**src/rtl/frame_buf_sched_pkg.sv**
```systemverilog
// Shared types and constants for the frame store sequencer: slot index width,
// reset slot assignment and the frame sequencing state encoding.
package frame_buf_sched_pkg;

   localparam int SLOT_W = 2;

   localparam logic [SLOT_W-1:0] SLOT_NEXT_RST = 2'd0;
   localparam logic [SLOT_W-1:0] SLOT_CURR_RST = 2'd1;
   localparam logic [SLOT_W-1:0] SLOT_PREV_RST = 2'd2;

   // Complete frames needed in curr/prev before the ME may be started.
   localparam logic [1:0] FILL_FRAMES = 2'd2;

   typedef enum logic [1:0] {
      ST_FILL = 2'd0,
      ST_IDLE = 2'd1,
      ST_RUN  = 2'd2
   } fbs_state_t;

endpackage

```
**src/rtl/frame_slot_rotator.sv**
```systemverilog
// Slot pointer rotation for the 3-slot frame store, plus frame-start detection
// on the field flag and the post-reset fill counter.
module frame_slot_rotator
   import frame_buf_sched_pkg::*;
(
   input  logic              clk,
   input  logic              rst_n,
   input  logic              field_0,
   input  logic              rotate,
   input  logic              fill_inc,
   output logic              fs,
   output logic [SLOT_W-1:0] next_loc,
   output logic [SLOT_W-1:0] curr_loc,
   output logic [SLOT_W-1:0] prev_loc,
   output logic [1:0]        fill_cnt
);

   logic field_q;

   // field_q resets high so a field flag already high out of reset is not a frame start.
   assign fs = field_0 & ~field_q;

   always_ff @(posedge clk or negedge rst_n) begin
      if (!rst_n) begin
         field_q  <= 1'b1;
         next_loc <= SLOT_NEXT_RST;
         curr_loc <= SLOT_CURR_RST;
         prev_loc <= SLOT_PREV_RST;
         fill_cnt <= 2'd0;
      end else begin
         field_q <= field_0;
         if (rotate) begin
            prev_loc <= curr_loc;
            curr_loc <= next_loc;
            next_loc <= prev_loc;
         end
         if (fill_inc && (fill_cnt != FILL_FRAMES)) begin
            fill_cnt <= fill_cnt + 2'd1;
         end
      end
   end

endmodule

```
**src/rtl/frame_buf_sched.sv**
```systemverilog
// Frame store sequencer: rotates the next/curr/prev slots, starts the motion
// estimator on complete frame pairs, drops frames while it is busy, and
// arbitrates the shared BRAM port between the writer and ME reads.
module frame_buf_sched
   import frame_buf_sched_pkg::*;
#(
   parameter int ADDR_W = 9,
   parameter int DATA_W = 128,
   parameter int WE_W   = 16,
   parameter int DROP_W = 8
) (
   input  logic                     i_clk,
   input  logic                     i_resetn,
   input  logic                     i_field_0,
   input  logic                     i_wr_valid,
   input  logic [ADDR_W-1:0]        i_wr_addr,
   input  logic [DATA_W-1:0]        i_wr_data,
   input  logic [WE_W-1:0]          i_wr_en,
   input  logic                     i_rd_req,
   input  logic                     i_rd_sel,
   input  logic [ADDR_W-1:0]        i_rd_addr,
   input  logic                     i_me_done,
   output logic [SLOT_W+ADDR_W-1:0] o_bram_addr,
   output logic [DATA_W-1:0]        o_bram_wdata,
   output logic [WE_W-1:0]          o_bram_we,
   output logic                     o_rd_grant,
   output logic                     o_rd_valid,
   output logic                     o_me_start,
   output logic [SLOT_W-1:0]        o_next_frame_loc,
   output logic [SLOT_W-1:0]        o_curr_frame_loc,
   output logic [SLOT_W-1:0]        o_prev_frame_loc,
   output logic                     o_drop,
   output logic [DROP_W-1:0]        o_drop_cnt,
   output logic [1:0]               o_state
);

   fbs_state_t        state;
   logic              fs;
   logic              rotate;
   logic              fill_inc;
   logic [1:0]        fill_cnt;
   logic [SLOT_W-1:0] rd_slot;
   logic              grant_d1;

   frame_slot_rotator u_rotator (
      .clk      (i_clk),
      .rst_n    (i_resetn),
      .field_0  (i_field_0),
      .rotate   (rotate),
      .fill_inc (fill_inc),
      .fs       (fs),
      .next_loc (o_next_frame_loc),
      .curr_loc (o_curr_frame_loc),
      .prev_loc (o_prev_frame_loc),
      .fill_cnt (fill_cnt)
   );

   assign o_state = state;

   // In RUN a frame start only rotates when the ME finishes in the same cycle;
   // otherwise the frame is dropped and the writer overwrites next.
   always_comb begin
      rotate   = 1'b0;
      fill_inc = 1'b0;
      case (state)
         ST_FILL: begin
            rotate   = fs;
            fill_inc = fs;
         end
         ST_IDLE: rotate = fs;
         ST_RUN:  rotate = fs & i_me_done;
         default: rotate = 1'b0;
      endcase
   end

   always_ff @(posedge i_clk or negedge i_resetn) begin
      if (!i_resetn) begin
         state      <= ST_FILL;
         o_me_start <= 1'b0;
         o_drop     <= 1'b0;
         o_drop_cnt <= '0;
      end else begin
         o_me_start <= 1'b0;
         o_drop     <= 1'b0;
         case (state)
            ST_FILL: begin
               if (fs && (fill_cnt == FILL_FRAMES - 2'd1)) begin
                  state <= ST_IDLE;
               end
            end
            ST_IDLE: begin
               if (fs) begin
                  o_me_start <= 1'b1;
                  state      <= ST_RUN;
               end
            end
            ST_RUN: begin
               if (i_me_done && fs) begin
                  o_me_start <= 1'b1;
               end else if (i_me_done) begin
                  state <= ST_IDLE;
               end else if (fs) begin
                  o_drop <= 1'b1;
                  if (o_drop_cnt != {DROP_W{1'b1}}) begin
                     o_drop_cnt <= o_drop_cnt + DROP_W'(1);
                  end
               end
            end
            default: state <= ST_FILL;
         endcase
      end
   end

   assign rd_slot = i_rd_sel ? o_prev_frame_loc : o_curr_frame_loc;

   // Read handshake: the ME holds i_rd_req (with sel/addr stable) until it sees
   // o_rd_grant; the granted cycle carries its address, data follows 2 cycles later.
   // The writer has strict priority and is never stalled.
   always_ff @(posedge i_clk or negedge i_resetn) begin
      if (!i_resetn) begin
         o_bram_addr  <= '0;
         o_bram_wdata <= '0;
         o_bram_we    <= '0;
         o_rd_grant   <= 1'b0;
         grant_d1     <= 1'b0;
         o_rd_valid   <= 1'b0;
      end else begin
         grant_d1   <= o_rd_grant;
         o_rd_valid <= grant_d1;
         if (i_wr_valid) begin
            o_bram_addr  <= {o_next_frame_loc, i_wr_addr};
            o_bram_wdata <= i_wr_data;
            o_bram_we    <= i_wr_en;
            o_rd_grant   <= 1'b0;
         end else if (i_rd_req) begin
            o_bram_addr <= {rd_slot, i_rd_addr};
            o_bram_we   <= '0;
            o_rd_grant  <= 1'b1;
         end else begin
            o_bram_we  <= '0;
            o_rd_grant <= 1'b0;
         end
      end
   end

endmodule

```
**config.mk**
```make
export PLATFORM = sky130hd
export DESIGN_NAME = frame_buf_sched
export DESIGN_NICKNAME = d
export VERILOG_FILES = /design/src/rtl/frame_buf_sched_pkg.sv /design/src/rtl/frame_slot_rotator.sv /design/src/rtl/frame_buf_sched.sv
export SDC_FILE = /design/constraint.sdc
export NUM_CORES = 1
export LEC_CHECK = 0
export CORE_AREA = 2 2 133 135
export DETAILED_ROUTE_END_ITERATION = 7
export DIE_AREA = 0 0 135 137
export PLACE_DENSITY = 0.8
export SLEW_MARGIN = 15
export SYNTH_ARGS = -nofsm -noshare
export SYNTH_HDL_FRONTEND = slang
export SYNTH_SLANG_ARGS = --single-unit
```
**constraint.sdc**
```tcl
create_clock -name i_clk -period 4.25 [get_ports i_clk]
set_input_delay 0.85 -clock i_clk [delete_from_list [all_inputs] [get_ports i_clk]]
set_output_delay 0.85 -clock i_clk [all_outputs]
set_load 0.01 [all_outputs]
```
==> qor.txt <==
status: complete, no violations
maxcap violations: 0
# diodes: 0
total power: 4.54 mW
crit share post-route: 0.561
share of cells above drive strength 1: 0.223
final setup margin: 1.86 ns
pwr/cell area: 409 nW/um2
Critical R2R Capture: u_rotator.next_loc[0]
CP cell instances: clkdlybuf4s50_1
sequential share of the synthesized area: 0.656
Die Y: 137 um
pin count of the biggest net entering global routing: 96
vias: 4883
Slew HR: 0.451
Clock Sinks: 179
total grt overflow: 0
Via density: 4.76
Post-DP HPWL: 14300 um
slowest stage cell on the critical path: dfstp_2
Final setup viols: 0
Post-Place Cells: 993
GRT Resource Usage Total: 0.204
WL per Instance: 18.5 um
Critical Setup Path Class: reg -> out
hold_ws: 0.360 ns
Final min period: 2.39 ns
syn nets: 619
Post-Syn Area: 6830 um2
global-route wire length before repair: 28700 um
synth warn: 0
WL final: 18900 um
Max Used Layer: met4
cell row count: 48
via count of the first global-routing pass: 5298
CP Capture Type: output port
Final TNS setup: 0 ns
Clock transition at path regs: 0.07 ns
pre-CTS setup slack: 1.84 ns
Worst Setup SP: u_rotator.curr_loc[0]
Netlist cell types: 32
Least-Margin Pin Slew: 0.823 ns
critical path peak fanout: 4
Main synth FF type: dfrtp_1
Post-CTS Hold Fix Bufs: 0
Startpoint Class: flip-flop
nets: 964
die area: 18500 um2
synthesized area per cell: 15.5 um2
fmax: 419 MHz
Finished Core Util: 0.650
Buf/Inv on CP: 1
H-tree levels: 4
Async SR Flop Fraction: 1.00
number of synthesized flops with an enable pin: 0
post-route insts no fill: 1025
CP required: 3.40 ns
die width: 135 um
Placed Instance Area: 10500 um2
Detail Route Antenna Nets: 0
PortBufs: 343
Initial DRT Pass Iterations: 4
leakage power: 4.68 nW
#FFs+latches synth: 179
dominant cell type by area after synthesis: dfrtp_1
crit path DAT: 1.54 ns
Fin Clk Skew: 0.00945 ns
top cell type's share of synthesized area: 0.644
stages on the worst setup path: 1
I/O pins: 344
maximum vdd ir drop: 0.258 mV
Slew Viols, Final: 0
RSZ-0062 raised after global routing: false
initial core utilization: 0.401
number of DRC markers in iteration 0: 150
CTS resizes: 0
hold crit path type: reg -> reg
largest buffer count on any clock path: 2
WL met2: 9860 um
Synth area leaders: dfrtp_1, mux2_2, mux2i_1, and2_1, ha_1
FF-to-FF setup slack: 2.50 ns
Hold Vio Cnt, Final: 0
initial antenna violation count: 0
top cells by count, synth: dfrtp_1, mux2_2, and2_1, nand2_1, mux2i_1
R2R cell count: 5
clk_lat worst skew: 0.42 ns
CP max stage delay: 0.57 ns
Num CTS Buffers: 17
cell with the most instances after synthesis: dfrtp_1
crit path to: o_curr_frame_loc[0]
delay-heaviest family, CP: flip-flops
core footprint: 17100 um2
filler cell count in the final layout: 1277
Reg2Reg Launch Point: o_state[0]
design area: 11100 um2
post-synthesis cell count: 442
Metal-1 WL: 7040 um
# Post-CTS Setup Buffers: 0
RePlAce Congestion: 0.858
CTS tree: built
met3 wire len: 1480 um
Root Driver: clkbuf_16
area delta synth->final: 62.2%
DRC Markers: 0
-- final cells by class --
type / count / area [um2] / area share
clock buffer: 21 / 460 / 0.0415
clock inverter: 11 / 128 / 0.0115
inverter: 7 / 26.3 / 0.00237
multi-input combinational: 235 / 2230 / 0.201
sequential: 179 / 4480 / 0.404
tap: 225 / 282 / 0.0254
timing repair buffer: 347 / 3480 / 0.314
-- kinds of logic (layout without fill, tap and decap cells) --
group,after synthesis,count (layout),synth area share
AO/OA/AOI/OAI,22,22,0.0190
XOR/XNOR,4,4,0.00513
adder cells (fa/ha/maj),8,8,0.0146
buffers and inverters,28,386,0.0179
flip-flops,179,179,0.656
multiplexers,151,151,0.246
AND/OR/NAND/NOR,50,50,0.0412
-- worst min path at each step --
stage / depth (start not counted) / endpoint / from
6_report: 0 / o_rd_valid / grant_d1
2_1_floorplan: 0 / o_rd_valid / grant_d1
3_5_place_dp: 0 / o_rd_valid / grant_d1
3_3_place_gp: 0 / o_rd_valid / grant_d1
5_1_grt: 0 / o_rd_valid / grant_d1
4_1_cts: 0 / o_rd_valid / grant_d1
-- placed cells by master, fill, tap and decap left out, types with 7 or more instances in the layout --
cell type        netlist  routed
mux2i_1               15      15
ha_1                   8       8
o21ai_0               13      13
mux2_2               136     136
inv_1                  7       7
clkbuf_16              0      17
and2_1                17      17
clkdlybuf4s50_1        0     341
nand2_1               17      17
dfrtp_1              176     176
-- registers in the layout, summed over array words and instances, names as in the netlist --
name / count
u_rotator.fill_cnt: 2
grant_d1: 1
u_rotator.next_loc: 2
u_rotator.field_q: 1
o_state: 2
o_bram_addr: 11
o_drop_cnt: 8
o_drop: 1
o_rd_grant: 1
u_rotator.curr_loc: 2
o_bram_we: 16
o_me_start: 1
o_rd_valid: 1
o_bram_wdata: 128
u_rotator.prev_loc: 2
-- layer usage --
layer,GRT usage,up-vias
met3,0.0626,34
met2,0.366,239
li1,-,2221
met1,0.224,2389
met4,0.0851,0
met5,0,-
-- report_power, final --
part / internal, mW / switching (mW) / leakage, nW
clock: 0.901 / 0.659 / 0.280
combinational: 0.604 / 0.382 / 2.25
sequential: 1.88 / 0.114 / 2.14
total: 3.38 / 1.16 / 4.68
No activity file was read; power rests on OpenSTA's default activity.
==> RTL change: new RTL, config.mk and constraints unchanged <==
The parameter `ADDR_W` goes from 9 to 8.
--- a/src/rtl/frame_buf_sched.sv
+++ b/src/rtl/frame_buf_sched.sv
@@ -4,7 +4,7 @@
 module frame_buf_sched
    import frame_buf_sched_pkg::*;
 #(
-   parameter int ADDR_W = 9,
+   parameter int ADDR_W = 8,
    parameter int DATA_W = 128,
    parameter int WE_W   = 16,
    parameter int DROP_W = 8
Ports: changed (resized i_rd_addr, i_wr_addr and o_bram_addr); port bits go from 344 to 341. The function was not compared with the original's and may differ.
==> RTL change against the unedited design <==
Design area rose by 0.23%; combinational power shrank 2%; sequential cell count shrank 1; global-route usage is 0.95 points lower; power increased by 3.2%; wire length shrank 4.9%; synthesized area shrank 0.35%; cell count fell by 0.88%; worst setup slack gained 0.015 ns; critical path type unchanged.
==> RTL change: results (changes against the unedited design) <==
The flow ran to the end, and the final reports show no timing, DRC or antenna violations. The gate family responsible for the most delay along the worst path is buffers and inverters. The first-pass GRT wire length came out at 27.34 mm (-4.9%). The worst-case hold slack came to 0.3566 ns (-0.003780 ns). The largest registers in the layout are o_bram_wdata (128), o_bram_we (16), o_bram_addr (10). In this run the critical register-to-register path is captured at o_drop_cnt[4]$_DFFE_PN0P_. The total routing resource utilization after global routing was 0.1943 (-0.009474).

The post-placement cell count is 984 (-0.91%). The met1 capacity usage during global routing came out at 0.2100 (-0.01405). The final net count is 953 (-1.1%). The register-to-register setup slack is 2.51 ns (about the same). The overall power of the completed layout came out at 4.684 mW (+3.2%). The layout cell share with drive strength beyond 1 came out at 0.2301 (+0.007588). The setup slack after placement came out at 1.818 ns (-0.01833 ns).

The number of distinct standard cells referenced by the synthesized netlist is 31 (-3.1%). The met3 layer usage reported by global route is 0.06963 (+0.007037). The total combinational power is 0.970 mW (-2%).

The number of vias per cell is 4.715 (-1.0%). The cell count of the worst reg-to-reg path came out at 6 (+1). The arrival time reported for the critical path endpoint came out at 1.52 ns (-0.02 ns).

The met2 track utilization from global routing came to 0.3522 (-0.01410). The non-filler instance count after layout is 1,016 (-0.88%). The length of routed wiring on met1 is 6.631 mm (-5.8%). The detailed route wirelength on metal3 was 1.558 mm (+5.1%). The number of global-route vias before repair is 5,062 (-4.5%). The final weighted congestion in routability-driven placement was 0.7781 (-9.3%). The post-detailed-placement half-perimeter wirelength came to 13.61 mm (-4.6%).

The static power due to leakage is 4.686 nW (+0.22%). The met2 wirelength from detailed routing was 9.435 mm (-4.3%). The fraction of power spent switching nets came out at 0.2441 (-0.01039).
RTL change: cell types whose count changed after synthesis, moves of 2 or more:
cell                       before  now
sky130_fd_sc_hd__a31oi_1        2    0
sky130_fd_sc_hd__clkbuf_1       7    3
sky130_fd_sc_hd__mux2_4         0    2
sky130_fd_sc_hd__mux2i_1       15   13
sky130_fd_sc_hd__xnor2_1        2    4
sky130_fd_sc_hd__xor2_1         2    0
RTL change: cell families after synthesis:
group | synth area share
muxes | 0.2484
and+or+nand+nor | 0.04281
buffers and inverters | 0.01709
AOI/OAI and AO/OA | 0.01727
adders and majority gates | 0.01470
DFF | 0.6546
xor gates and xnor gates | 0.005144
RTL change: worst max path at each step:
stage	startpoint	endpoint	slack [ns]
after global placement	i_wr_valid	o_bram_wdata[76]$_DFFE_PN0P_	1.88
after detailed placement	i_wr_valid	o_bram_wdata[82]$_DFFE_PN0P_	1.82
after global routing	u_rotator.prev_loc[1]$_DFFE_PN1P_	o_prev_frame_loc[1]	1.84
after floorplan	i_me_done	o_drop_cnt[4]$_DFFE_PN0P_	2.41
final	u_rotator.curr_loc[0]$_DFFE_PN1P_	o_curr_frame_loc[0]	1.88
after CTS	u_rotator.prev_loc[1]$_DFFE_PN1P_	o_prev_frame_loc[1]	1.85
RTL change: through the flow:
stage | area, sq um | utilization
final | 11110 | 0.6514
after global routing | 11110 | 0.6514
after CTS | 11110 | 0.6514
after detailed placement | 10450 | 0.6125
after global placement | 10450 | 0.6125
after floorplan | 6810 | -
RTL change: layout make-up:
| class | count | area [sq um] |
|---|---|---|
| multi-input combinational | 232 | 2236 |
| clock buffer | 19 | 442.9 |
| tap | 225 | 281.5 |
| fill | 1297 | 5946 |
| clock inverter | 13 | 220.2 |
| inverter | 7 | 26.28 |
| sequential | 178 | 4458 |
| timing repair buffer | 342 | 3446 |
